`config.mk`:
```
export PLATFORM = sky130hd
export DESIGN_NAME = serial_adder
export DESIGN_NICKNAME = d
export VERILOG_FILES = /design/src/rtl/full_adder.sv /design/src/rtl/half_adder.sv /design/src/rtl/serial_adder.sv
export SDC_FILE = /design/constraint.sdc
export NUM_CORES = 1
export LEC_CHECK = 0
export ABC_CLOCK_PERIOD_IN_PS = 3300
export CAP_MARGIN = 20
export CORE_ASPECT_RATIO = 1.5
export CORE_MARGIN = 8
export CORE_UTILIZATION = 30
export CTS_CLUSTER_SIZE = 16
export DETAILED_ROUTE_END_ITERATION = 6
export PLACE_DENSITY = 0.49
export SYNTH_ARGS = -nofsm -noshare
export SYNTH_HDL_FRONTEND = slang
export SYNTH_SLANG_ARGS = --single-unit
```
`constraint.sdc`:
```
create_clock -name clk -period 3.3 [get_ports clk]
set_input_delay 0.66 -clock clk [delete_from_list [all_inputs] [get_ports clk]]
set_output_delay 0.66 -clock clk [all_outputs]
set_load 0.03 [all_outputs]
```
`src/rtl/full_adder.sv`:
```
// Full adder made from two half adders; the two partial carries can never both be
// set, so an OR combines them.
//   a_i, b_i - operand bits
//   cin_i    - carry in
//   sum_o    - sum bit
//   cout_o   - carry out
module full_adder (
  input  logic a_i,
  input  logic b_i,
  input  logic cin_i,
  output logic sum_o,
  output logic cout_o
);

  logic s0, c0, c1;

  half_adder u_ha0 (
    .a_i     (a_i),
    .b_i     (b_i),
    .sum_o   (s0),
    .carry_o (c0)
  );

  half_adder u_ha1 (
    .a_i     (s0),
    .b_i     (cin_i),
    .sum_o   (sum_o),
    .carry_o (c1)
  );

  assign cout_o = c0 | c1;

endmodule

```
`src/rtl/half_adder.sv`:
```
// Half adder cell: single-bit add without carry-in.
//   a_i, b_i  - operand bits
//   sum_o     - a_i ^ b_i
//   carry_o   - a_i & b_i
module half_adder (
  input  logic a_i,
  input  logic b_i,
  output logic sum_o,
  output logic carry_o
);

  assign sum_o   = a_i ^ b_i;
  assign carry_o = a_i & b_i;

endmodule

```
`src/rtl/serial_adder.sv`:
```
// Bit-serial adder: captures two WIDTH-bit operands and a carry-in on start, adds one
// bit per clock LSB first through a registered carry, then publishes sum/carry with a
// one-cycle done pulse.
//   clk      - rising-edge clock
//   rst_n    - asynchronous active-low reset
//   start_i  - begin an addition (only honoured while idle)
//   a_i, b_i - operands, captured on accepted start
//   cin_i    - carry-in, captured on accepted start
//   busy_o   - addition in progress (exactly WIDTH cycles)
//   done_o   - one-cycle pulse when sum_o/carry_o have just updated
//   sum_o    - registered result, held until next completion
//   carry_o  - registered carry-out, held until next completion
module serial_adder #(
  parameter int unsigned WIDTH = 8
) (
  input  logic             clk,
  input  logic             rst_n,
  input  logic             start_i,
  input  logic [WIDTH-1:0] a_i,
  input  logic [WIDTH-1:0] b_i,
  input  logic             cin_i,
  output logic             busy_o,
  output logic             done_o,
  output logic [WIDTH-1:0] sum_o,
  output logic             carry_o
);

  localparam int unsigned CntW = (WIDTH > 1) ? $clog2(WIDTH) : 1;
  localparam logic [CntW-1:0] CntLast = CntW'(WIDTH - 1);

  localparam logic StIdle = 1'b0;
  localparam logic StRun  = 1'b1;

  logic             state_q, state_d;
  logic [WIDTH-1:0] a_sh_q, a_sh_d;
  logic [WIDTH-1:0] b_sh_q, b_sh_d;
  logic [WIDTH-1:0] s_sh_q, s_sh_d;
  logic             c_q, c_d;
  logic [CntW-1:0]  cnt_q, cnt_d;
  logic [WIDTH-1:0] sum_q, sum_d;
  logic             carry_q, carry_d;
  logic             done_q, done_d;

  logic fa_sum, fa_cout;
  logic last_bit;

  full_adder u_fa (
    .a_i    (a_sh_q[0]),
    .b_i    (b_sh_q[0]),
    .cin_i  (c_q),
    .sum_o  (fa_sum),
    .cout_o (fa_cout)
  );

  assign last_bit = (state_q == StRun) && (cnt_q == CntLast);

  // State register and datapath registers.
  always_ff @(posedge clk or negedge rst_n) begin
    if (!rst_n) begin
      state_q <= StIdle;
      a_sh_q  <= '0;
      b_sh_q  <= '0;
      s_sh_q  <= '0;
      c_q     <= 1'b0;
      cnt_q   <= '0;
      sum_q   <= '0;
      carry_q <= 1'b0;
      done_q  <= 1'b0;
    end else begin
      state_q <= state_d;
      a_sh_q  <= a_sh_d;
      b_sh_q  <= b_sh_d;
      s_sh_q  <= s_sh_d;
      c_q     <= c_d;
      cnt_q   <= cnt_d;
      sum_q   <= sum_d;
      carry_q <= carry_d;
      done_q  <= done_d;
    end
  end

  // Next-state logic.
  always_comb begin
    state_d = state_q;
    unique case (state_q)
      StIdle: if (start_i) state_d = StRun;
      StRun:  if (last_bit) state_d = StIdle;
    endcase
  end

  // Datapath next-state.
  always_comb begin
    a_sh_d  = a_sh_q;
    b_sh_d  = b_sh_q;
    s_sh_d  = s_sh_q;
    c_d     = c_q;
    cnt_d   = cnt_q;
    sum_d   = sum_q;
    carry_d = carry_q;
    done_d  = 1'b0;
    if (state_q == StIdle) begin
      if (start_i) begin
        a_sh_d = a_i;
        b_sh_d = b_i;
        c_d    = cin_i;
        s_sh_d = '0;
        cnt_d  = '0;
      end
    end else begin
      // Sum bit enters at the MSB so after WIDTH shifts bit 0 sits at the LSB.
      s_sh_d = (s_sh_q >> 1) | (WIDTH'(fa_sum) << (WIDTH - 1));
      a_sh_d = a_sh_q >> 1;
      b_sh_d = b_sh_q >> 1;
      c_d    = fa_cout;
      cnt_d  = cnt_q + CntW'(1);
      if (last_bit) begin
        sum_d   = s_sh_d;
        carry_d = fa_cout;
        done_d  = 1'b1;
      end
    end
  end

  // Outputs.
  always_comb begin
    busy_o  = (state_q == StRun);
    done_o  = done_q;
    sum_o   = sum_q;
    carry_o = carry_q;
  end

endmodule

```
==> flow_metrics.env, run 1 <==
export IMPL_status="complete, no violations"
export IMPL_synth_fp_nets=146
export IMPL_design_power_total_mw=1.73
export IMPL_cts_root_buf="clkbuf_8"
export IMPL_switchingPower_mw=0.594
export IMPL_dpl_hpwl_mm=2.03
export IMPL_fill_cells=561
export IMPL_first_iter_violations=33
export IMPL_coreArea_um2=5370
export IMPL_gp_congestion=0.656
export IMPL_syn_inst=123
export IMPL_dieWidth_um=76.1
export IMPL_synth_warnings=0
export IMPL_cp_end_kind="output pin"
export IMPL_tritoncts="done"
export IMPL_final_common_cell="dfrtp_1"
export IMPL_internal_power_mw=1.13
export IMPL_io_buffers=30
export IMPL_insertedDiodeCount=0
export IMPL_crit_fanout=2
export IMPL_ys_seq_area_share_pct=58.4
export IMPL_p_clk_share_pct=16.7
export IMPL_cts_resized=0
export IMPL_dieArea_um2=8090
export IMPL_grt_pass1_vias=1058
export IMPL_fin_util_pct=38.3
export IMPL_dr_pass1_iters=4
export IMPL_worst_ir_drop_vdd_v=0.000241
export IMPL_multi_input_area_um2=627
export IMPL_fin_cells=225
export IMPL_vias=1016
export IMPL_slowest_stage="clkdlybuf4s50_1"
export IMPL_grt_pass1_wl_mm=5.00
export IMPL_post_place_cells=218
export IMPL_drive_gt1_share_pct=12.3
export IMPL_p_seq_share_pct=43.8
export IMPL_gr_total_overflow=0
export IMPL_p_comb_share_pct=39.5
export IMPL_grt_setup_unrepaired="no"
export IMPL_cts_num_sinks=38
export IMPL_worst_path_stages=1
export IMPL_crit_type="reg2out"
export IMPL_most_common_layout_cells="dfrtp_1, clkdlybuf4s50_1, mux2i_1"
export IMPL_finalWirelength_mm=2.93
export IMPL_antenna_found_initial=0
export IMPL_fmax_mhz=506
export IMPL_clk_pin_slew_ps=70
export IMPL_maxCapViolCount=0
export IMPL_drcViolationCount=0
export IMPL_rows=33
export IMPL_post_cts_buffers=0
export IMPL_swShare_pct=34.4
export IMPL_relSlewSlack_pct=44.0
export IMPL_holdBufCountCts=0
export IMPL_detail_route_wl_per_cell_um=13.0
export IMPL_synth_distinct_cells=18
export IMPL_ff_latch_area_um2=951
export IMPL_clockBufferDepth=2
export IMPL_finalCriticalPeriod_ps=1980
export IMPL_avgSynthCellArea_um2=13.2
export IMPL_num_nets_final=178
export IMPL_ios=31
export IMPL_final_max_slew_viol_count=0
export IMPL_fin_skew_ps=2.09
export IMPL_place_area_um2=1980
export IMPL_vias_per_cell=4.52
export IMPL_worstPathCellList="clkdlybuf4s50_1"
export IMPL_worst_pin_slew_ps=840
export IMPL_whs_ps=480
export IMPL_die_y_um=106
export IMPL_h_tree_depth=2
export IMPL_syn2layout_area_growth_pct=26.3
export IMPL_grt_max_degree=47
export IMPL_crit_family="buffers and inverters"
export IMPL_period_share_pct=59.9
export IMPL_cts_buffers=5
export IMPL_critPathMaxStageDelay_ps=680
export IMPL_worstPathArrival_ps=1320
export IMPL_start_util_pct=30.3
export IMPL_synth_area_um2=1630
export IMPL_grtUsageTotal_pct=7.63
export IMPL_synth_seq_cells=38
export IMPL_timing_final_hold_violations=0
export IMPL_crit_required_ps=2640
export IMPL_power_density_nw_per_um2=840
export IMPL_crit_path_start_kind="register"
export IMPL_path_buf_inv=1
export IMPL_final_setup_viol_count=0
export IMPL_postRouteAntennaNets=0
export IMPL_setup_slack_ps=1320
export IMPL_power_leakage_nw=0.967
export IMPL_ff2ff_path_depth=4
export IMPL_fin_setup_tns_ps=0
export IMPL_hold_class="in2async"
export IMPL_place_ws_ps=1380
export IMPL_clk_latency_ps=280
export IMPL_design_area_um2=2060
-- cell usage after synthesis --
master	instances	share of area, %
o21ai_0	16	4.9
ha_1	2	1.5
buf_6	1	0.69
nand2b_1	2	0.77
a21oi_1	1	0.31
dfrtp_1	38	58
inv_1	1	0.23
clkbuf_2	1	0.31
nand2_8	1	1.2
mux2_4	9	8.3
buf_4	2	0.92
fa_1	1	1.2
a22o_1	8	4.3
mux2i_1	18	11
nor2_4	1	0.69
nor2_1	2	0.46
nand2_1	16	3.7
buf_2	3	0.92
-- routing by layer --
metal  GRT usage, %  wire [µm]
met1           8.49       1300
met2           12.3       1410
met3           3.46        182
met4           3.31         42
met5              0          0
-- path summary, 6_finish.rpt --
path | from | slack (ps) | end
setup / recovery | sum_o[3] | 1320 | sum_o[3]
hold / removal | rst_n | 480 | done_o
setup reg to reg | cnt_q[0] | 1870 | sum_o[7]
hold reg to reg | b_sh_q[3] | 480 | b_sh_q[2]
max in group asynchronous | rst_n | 2290 | a_sh_q[0]
min in group clk | b_sh_q[3] | 480 | b_sh_q[2]
-- cells by family (layout without fill, tap and decap cells) --
| group | Yosys count | count (layout) | synth area share, % |
|---|---|---|---|
| flip-flops | 38 | 38 | 58.4 |
| multiplexers | 27 | 27 | 19.4 |
| AO/OA/AOI/OAI | 25 | 25 | 9.53 |
| AND/OR/NAND/NOR | 22 | 22 | 6.84 |
| buffers and inverters | 8 | 40 | 3.07 |
| adder cells (fa/ha/maj) | 3 | 3 | 2.77 |
-- flip-flops by register name (all words and copies together), names as in the netlist --
signal,cells
a_sh_q,8
b_sh_q,8
busy_o,1
c_q,1
carry_o,1
cnt_q,3
done_o,1
s_sh_q,7
sum_o,8
-- power groups by stage --
| stage | logic, mW | clock network (mW) | registers, mW |
|---|---|---|---|
| 2_1_floorplan | 0.408 | 0 | 0.841 |
| 3_3_place_gp | 0.673 | 0 | 0.762 |
| 3_5_place_dp | 0.694 | 0 | 0.766 |
| 4_1_cts | 0.697 | 0.307 | 0.760 |
| 5_1_grt | 0.750 | 0.329 | 0.782 |
| 6_report | 0.681 | 0.288 | 0.757 |
-- layout make-up --
class,count,area share (%)
multi-input cells,77,30.5
well taps,70,4.26
repair buffers,32,15.1
flip-flops and latches,38,46.3
clock buffers,7,3.71
inverters,1,0.183
No activity file was read; power rests on OpenSTA's default activity.
==> run 2: changes to the inputs <==
Settings changed: ABC_CLOCK_PERIOD_IN_PS 3300 to 1900.
Clock period 3.3 ns to 1.9 ns, I/O delays scaled along.
==> run 2 against run 1 <==
Non-clock buffer count increased by 3. Register-to-register slack got worse by 1400 ps. Total power increased by 78%. Global-route usage about the same. Worst hold slack got worse by 350 ps. Clock skew increased by 4.8 ps. Largest power group unchanged. Highest routed layer unchanged.
==> flow_metrics.env, run 2 (synthesized netlist as in run 1, its figures left out) <==
export IMPL_grt_pass1_wl_mm=5.02
export IMPL_crit_path_start_kind="register"
export IMPL_detail_route_wl_per_cell_um=12.8
export IMPL_fin_skew_ps=6.88
export IMPL_fmax_mhz=589
export IMPL_place_ws_ps=392
export IMPL_holdBufCountCts=0
export IMPL_worst_ir_drop_vdd_v=0.000500
export IMPL_slowest_stage="clkdlybuf4s50_1"
export IMPL_insertedDiodeCount=0
export IMPL_worstPathCellList="clkdlybuf4s50_1"
export IMPL_h_tree_depth=2
export IMPL_maxCapViolCount=0
export IMPL_tritoncts="done"
export IMPL_clockBufferDepth=2
export IMPL_critPathMaxStageDelay_ps=670
export IMPL_ios=31
export IMPL_first_iter_violations=25
export IMPL_worstPathArrival_ps=1320
export IMPL_rows=33
export IMPL_final_setup_viol_count=0
export IMPL_crit_family="buffers and inverters"
export IMPL_timing_final_hold_violations=0
export IMPL_hold_class="in2async"
export IMPL_fill_cells=577
export IMPL_cp_end_kind="output pin"
export IMPL_antenna_found_initial=0
export IMPL_gp_congestion=0.690
export IMPL_relSlewSlack_pct=67.9
export IMPL_design_area_um2=2100
export IMPL_clk_latency_ps=290
export IMPL_syn2layout_area_growth_pct=29.2
export IMPL_p_comb_share_pct=38.0
export IMPL_post_cts_buffers=0
export IMPL_cts_buffers=5
export IMPL_dieArea_um2=8090
export IMPL_final_common_cell="dfrtp_1"
export IMPL_cts_root_buf="clkbuf_8"
export IMPL_crit_fanout=2
export IMPL_grt_max_degree=39
export IMPL_cts_num_sinks=38
export IMPL_gr_total_overflow=0
export IMPL_switchingPower_mw=1.05
export IMPL_place_area_um2=2010
export IMPL_dieWidth_um=76.1
export IMPL_setup_slack_ps=202
export IMPL_dpl_hpwl_mm=2.10
export IMPL_grt_pass1_vias=1073
export IMPL_crit_required_ps=1520
export IMPL_p_seq_share_pct=43.6
export IMPL_final_max_slew_viol_count=0
export IMPL_power_density_nw_per_um2=1460
export IMPL_finalWirelength_mm=2.94
export IMPL_postRouteAntennaNets=0
export IMPL_drive_gt1_share_pct=15.7
export IMPL_path_buf_inv=1
export IMPL_drcViolationCount=0
export IMPL_swShare_pct=34.2
export IMPL_status="complete, no violations"
export IMPL_vias=1047
export IMPL_worst_pin_slew_ps=481
export IMPL_dr_pass1_iters=3
export IMPL_internal_power_mw=2.03
export IMPL_io_buffers=30
export IMPL_most_common_layout_cells="dfrtp_1, clkdlybuf4s50_1, mux2i_1"
export IMPL_period_share_pct=89.4
export IMPL_vias_per_cell=4.57
export IMPL_clk_pin_slew_ps=80
export IMPL_num_nets_final=181
export IMPL_power_leakage_nw=0.995
export IMPL_coreArea_um2=5370
export IMPL_crit_type="reg2out"
export IMPL_finalCriticalPeriod_ps=1700
export IMPL_grtUsageTotal_pct=7.63
export IMPL_die_y_um=106
export IMPL_start_util_pct=30.3
export IMPL_cts_resized=0
export IMPL_fin_setup_tns_ps=0
export IMPL_p_clk_share_pct=18.4
export IMPL_grt_setup_unrepaired="no"
==> run 2: cell count changes in the layout (fill, tap and decap cells not counted) <==
| cell | before | now |
|---|---|---|
| clkbuf_1 | 2 | 1 |
| clkinv_2 | 0 | 1 |
| buf_12 | 0 | 1 |
| buf_4 | 2 | 5 |
| clkbuf_8 | 5 | 6 |
| clkdlybuf4s50_1 | 29 | 28 |
==> run 2: per-layer routing <==
layer	GRT usage (%)	share of wire (%)	vias up
met2	11.8	46	28
met3	3.89	7.9	6
li1	-	-	497
met1	8.26	45	516
met4	4.42	2.0	0
met5	0	0	-
==> run 2: final timing paths <==
kind | cells after the start | endpoint | slack (ps) | from
worst max-delay path | 1 | sum_o[3] | 200 | sum_o[3]
worst min-delay path | 2 | done_o | 130 | rst_n
worst max register to register | 4 | sum_o[7] | 470 | cnt_q[0]
worst min register to register | 2 | b_sh_q[5] | 480 | b_sh_q[6]
max in group asynchronous | 2 | s_sh_q[7] | 1430 | rst_n
min in group clk | 2 | b_sh_q[5] | 480 | b_sh_q[6]
==> run 2: area by class of cell <==
| type | count | area [µm²] | area share, % |
|---|---|---|---|
| tap | 70 | 87.6 | 4.16 |
| inverter | 1 | 3.75 | 0.178 |
| sequential | 38 | 951 | 45.2 |
| multi-input combinational | 77 | 627 | 29.8 |
| clock inverter | 1 | 5.00 | 0.238 |
| clock buffer | 7 | 86.3 | 4.10 |
| timing repair buffer | 35 | 343 | 16.3 |
==> run 2: power by group through the flow <==
stage	Sequential, mW	Combinational [mW]	Clock (mW)
after global placement	1.35	1.17	0
final	1.34	1.17	0.566
after detailed placement	1.36	1.19	0
after global routing	1.39	1.28	0.626
after floorplan	1.46	0.709	0
after CTS	1.35	1.19	0.596
==> run 2: per-stage QoR <==
stage	instances	power, mW	hold WS [ps]	util [%]
global placement	221	2.52	457	37.5
floorplan	123	2.17	84.4	-
detailed placement	221	2.55	466	37.5
finish	229	3.08	130	39.2
CTS	229	3.14	148	39.2
global route	229	3.29	174	39.2
==> run 3: changes to the inputs <==
Settings changed: DONT_BUFFER_PORTS set to 1, PLACE_DENSITY 0.49 to 0.42.
==> run 3 against run 2 <==
Combinational power fell by 36%. Sequential share of layout area rose by 7.5 points. Final area fell by 14%. Flip-flop and latch count did not move. Cell count fell by 14%. Die area did not move. Critical path type is now reg2reg.
==> flow_metrics.env, run 3 (synthesized netlist as in run 1, its figures left out) <==
export IMPL_status="complete, no violations"
export IMPL_syn2layout_area_growth_pct=11.0
export IMPL_cts_root_buf="clkbuf_8"
export IMPL_switchingPower_mw=1.03
export IMPL_cts_resized=0
export IMPL_fin_setup_tns_ps=0
export IMPL_ios=31
export IMPL_io_buffers=0
export IMPL_die_y_um=106
export IMPL_rows=33
export IMPL_cts_buffers=5
export IMPL_cp_end_kind="register"
export IMPL_vias_per_cell=4.55
export IMPL_detail_route_wl_per_cell_um=15.1
export IMPL_crit_fanout=10
export IMPL_swShare_pct=35.7
export IMPL_tritoncts="done"
export IMPL_fin_skew_ps=7.78
export IMPL_h_tree_depth=2
export IMPL_finalCriticalPeriod_ps=1430
export IMPL_worstPathArrival_ps=1600
export IMPL_fmax_mhz=698
export IMPL_finalWirelength_mm=2.99
export IMPL_final_setup_viol_count=0
export IMPL_place_area_um2=1690
export IMPL_final_common_cell="dfrtp_1"
export IMPL_grt_max_degree=39
export IMPL_crit_path_start_kind="register"
export IMPL_postRouteAntennaNets=0
export IMPL_grt_pass1_vias=975
export IMPL_crit_required_ps=2070
export IMPL_design_power_total_mw=2.87
export IMPL_grtUsageTotal_pct=7.93
export IMPL_dpl_hpwl_mm=2.07
export IMPL_internal_power_mw=1.85
export IMPL_first_iter_violations=31
export IMPL_worst_ir_drop_vdd_v=0.000404
export IMPL_clockBufferDepth=2
export IMPL_drive_gt1_share_pct=17.2
export IMPL_start_util_pct=30.3
export IMPL_clk_pin_slew_ps=70
export IMPL_hold_class="in2reg"
export IMPL_antenna_found_initial=0
export IMPL_timing_final_hold_violations=0
export IMPL_crit_type="reg2reg"
export IMPL_dieArea_um2=8090
export IMPL_p_comb_share_pct=26.2
export IMPL_clk_latency_ps=280
export IMPL_final_max_slew_viol_count=0
export IMPL_grt_pass1_wl_mm=5.04
export IMPL_insertedDiodeCount=0
export IMPL_coreArea_um2=5370
export IMPL_design_area_um2=1810
export IMPL_p_clk_share_pct=19.8
export IMPL_fin_util_pct=33.7
export IMPL_grt_setup_unrepaired="no"
export IMPL_power_density_nw_per_um2=1590
export IMPL_num_nets_final=150
export IMPL_gr_total_overflow=0
export IMPL_drcViolationCount=0
export IMPL_dr_pass1_iters=4
export IMPL_relSlewSlack_pct=71.4
export IMPL_worst_pin_slew_ps=429
export IMPL_gp_congestion=0.624
export IMPL_power_leakage_nw=0.874
export IMPL_dieWidth_um=76.1
export IMPL_cts_num_sinks=38
export IMPL_most_common_layout_cells="dfrtp_1, mux2i_1, nand2_1, o21ai_0, mux2_4"
export IMPL_period_share_pct=75.4
export IMPL_vias=901
export IMPL_maxCapViolCount=0
export IMPL_p_seq_share_pct=54.0
[run 3: what timing repair did]
| action | in CTS | in global routing |
|---|---|---|
| hold buffers | 2 | 0 |
| endpoints found under the hold margin | 38 | 0 |
| setup buffers | 0 | 0 |
[run 3: layer usage]
metal  GRT usage (%)  wire, µm  up-vias
met5               0         0        -
met4            4.14        62        0
met3            4.48       258        6
met2            11.6      1390       25
met1            9.08      1280      434
li1                -         -      436
[run 3: worst paths after layout]
kind | from | end | slack (ps) | cells after the start
hold / removal | start_i | s_sh_q[7] | 200 | 1
setup reg to reg | cnt_q[0] | sum_o[0] | 470 | 4
hold reg to reg | a_sh_q[3] | a_sh_q[2] | 480 | 2
max in group asynchronous | rst_n | busy_o | 1140 | 2
min in group asynchronous | rst_n | b_sh_q[0] | 550 | 2
setup / recovery | cnt_q[0] | sum_o[0] | 470 | 4
[run 3: stage by stage]
stage                     cells  hold WS [ps]  setup WS (ps)
after floorplan             123          84.4            531
after global placement      188          85.8            497
after detailed placement    188          85.8            452
after CTS                   198           189            446
after global routing        198           204            397
final                       198           199            468
[run 3: critical path, cell delays in order, from the launching register on]
cell and delay, ps:
dfrtp_1 400, ha_1 210, ha_1 250, nand2_8 150, mux2_4 310
[run 3: area by class of cell]
class / instances / area (µm²)
clock inverter: 1 / 5.00
clock buffer: 7 / 86.3
timing repair buffer: 4 / 45.0
tap: 70 / 87.6
fill: 545 / 3560
sequential: 38 / 952
multi-input combinational: 77 / 627
inverter: 1 / 3.75
[run 3: power by group through the flow]
| stage | registers (mW) | logic (mW) | clock network (mW) |
|---|---|---|---|
| final | 1.55 | 0.754 | 0.568 |
| after CTS | 1.56 | 0.771 | 0.594 |
| after global placement | 1.56 | 0.721 | 0 |
| after floorplan | 1.46 | 0.709 | 0 |
| after detailed placement | 1.58 | 0.746 | 0 |
| after global routing | 1.61 | 0.860 | 0.628 |
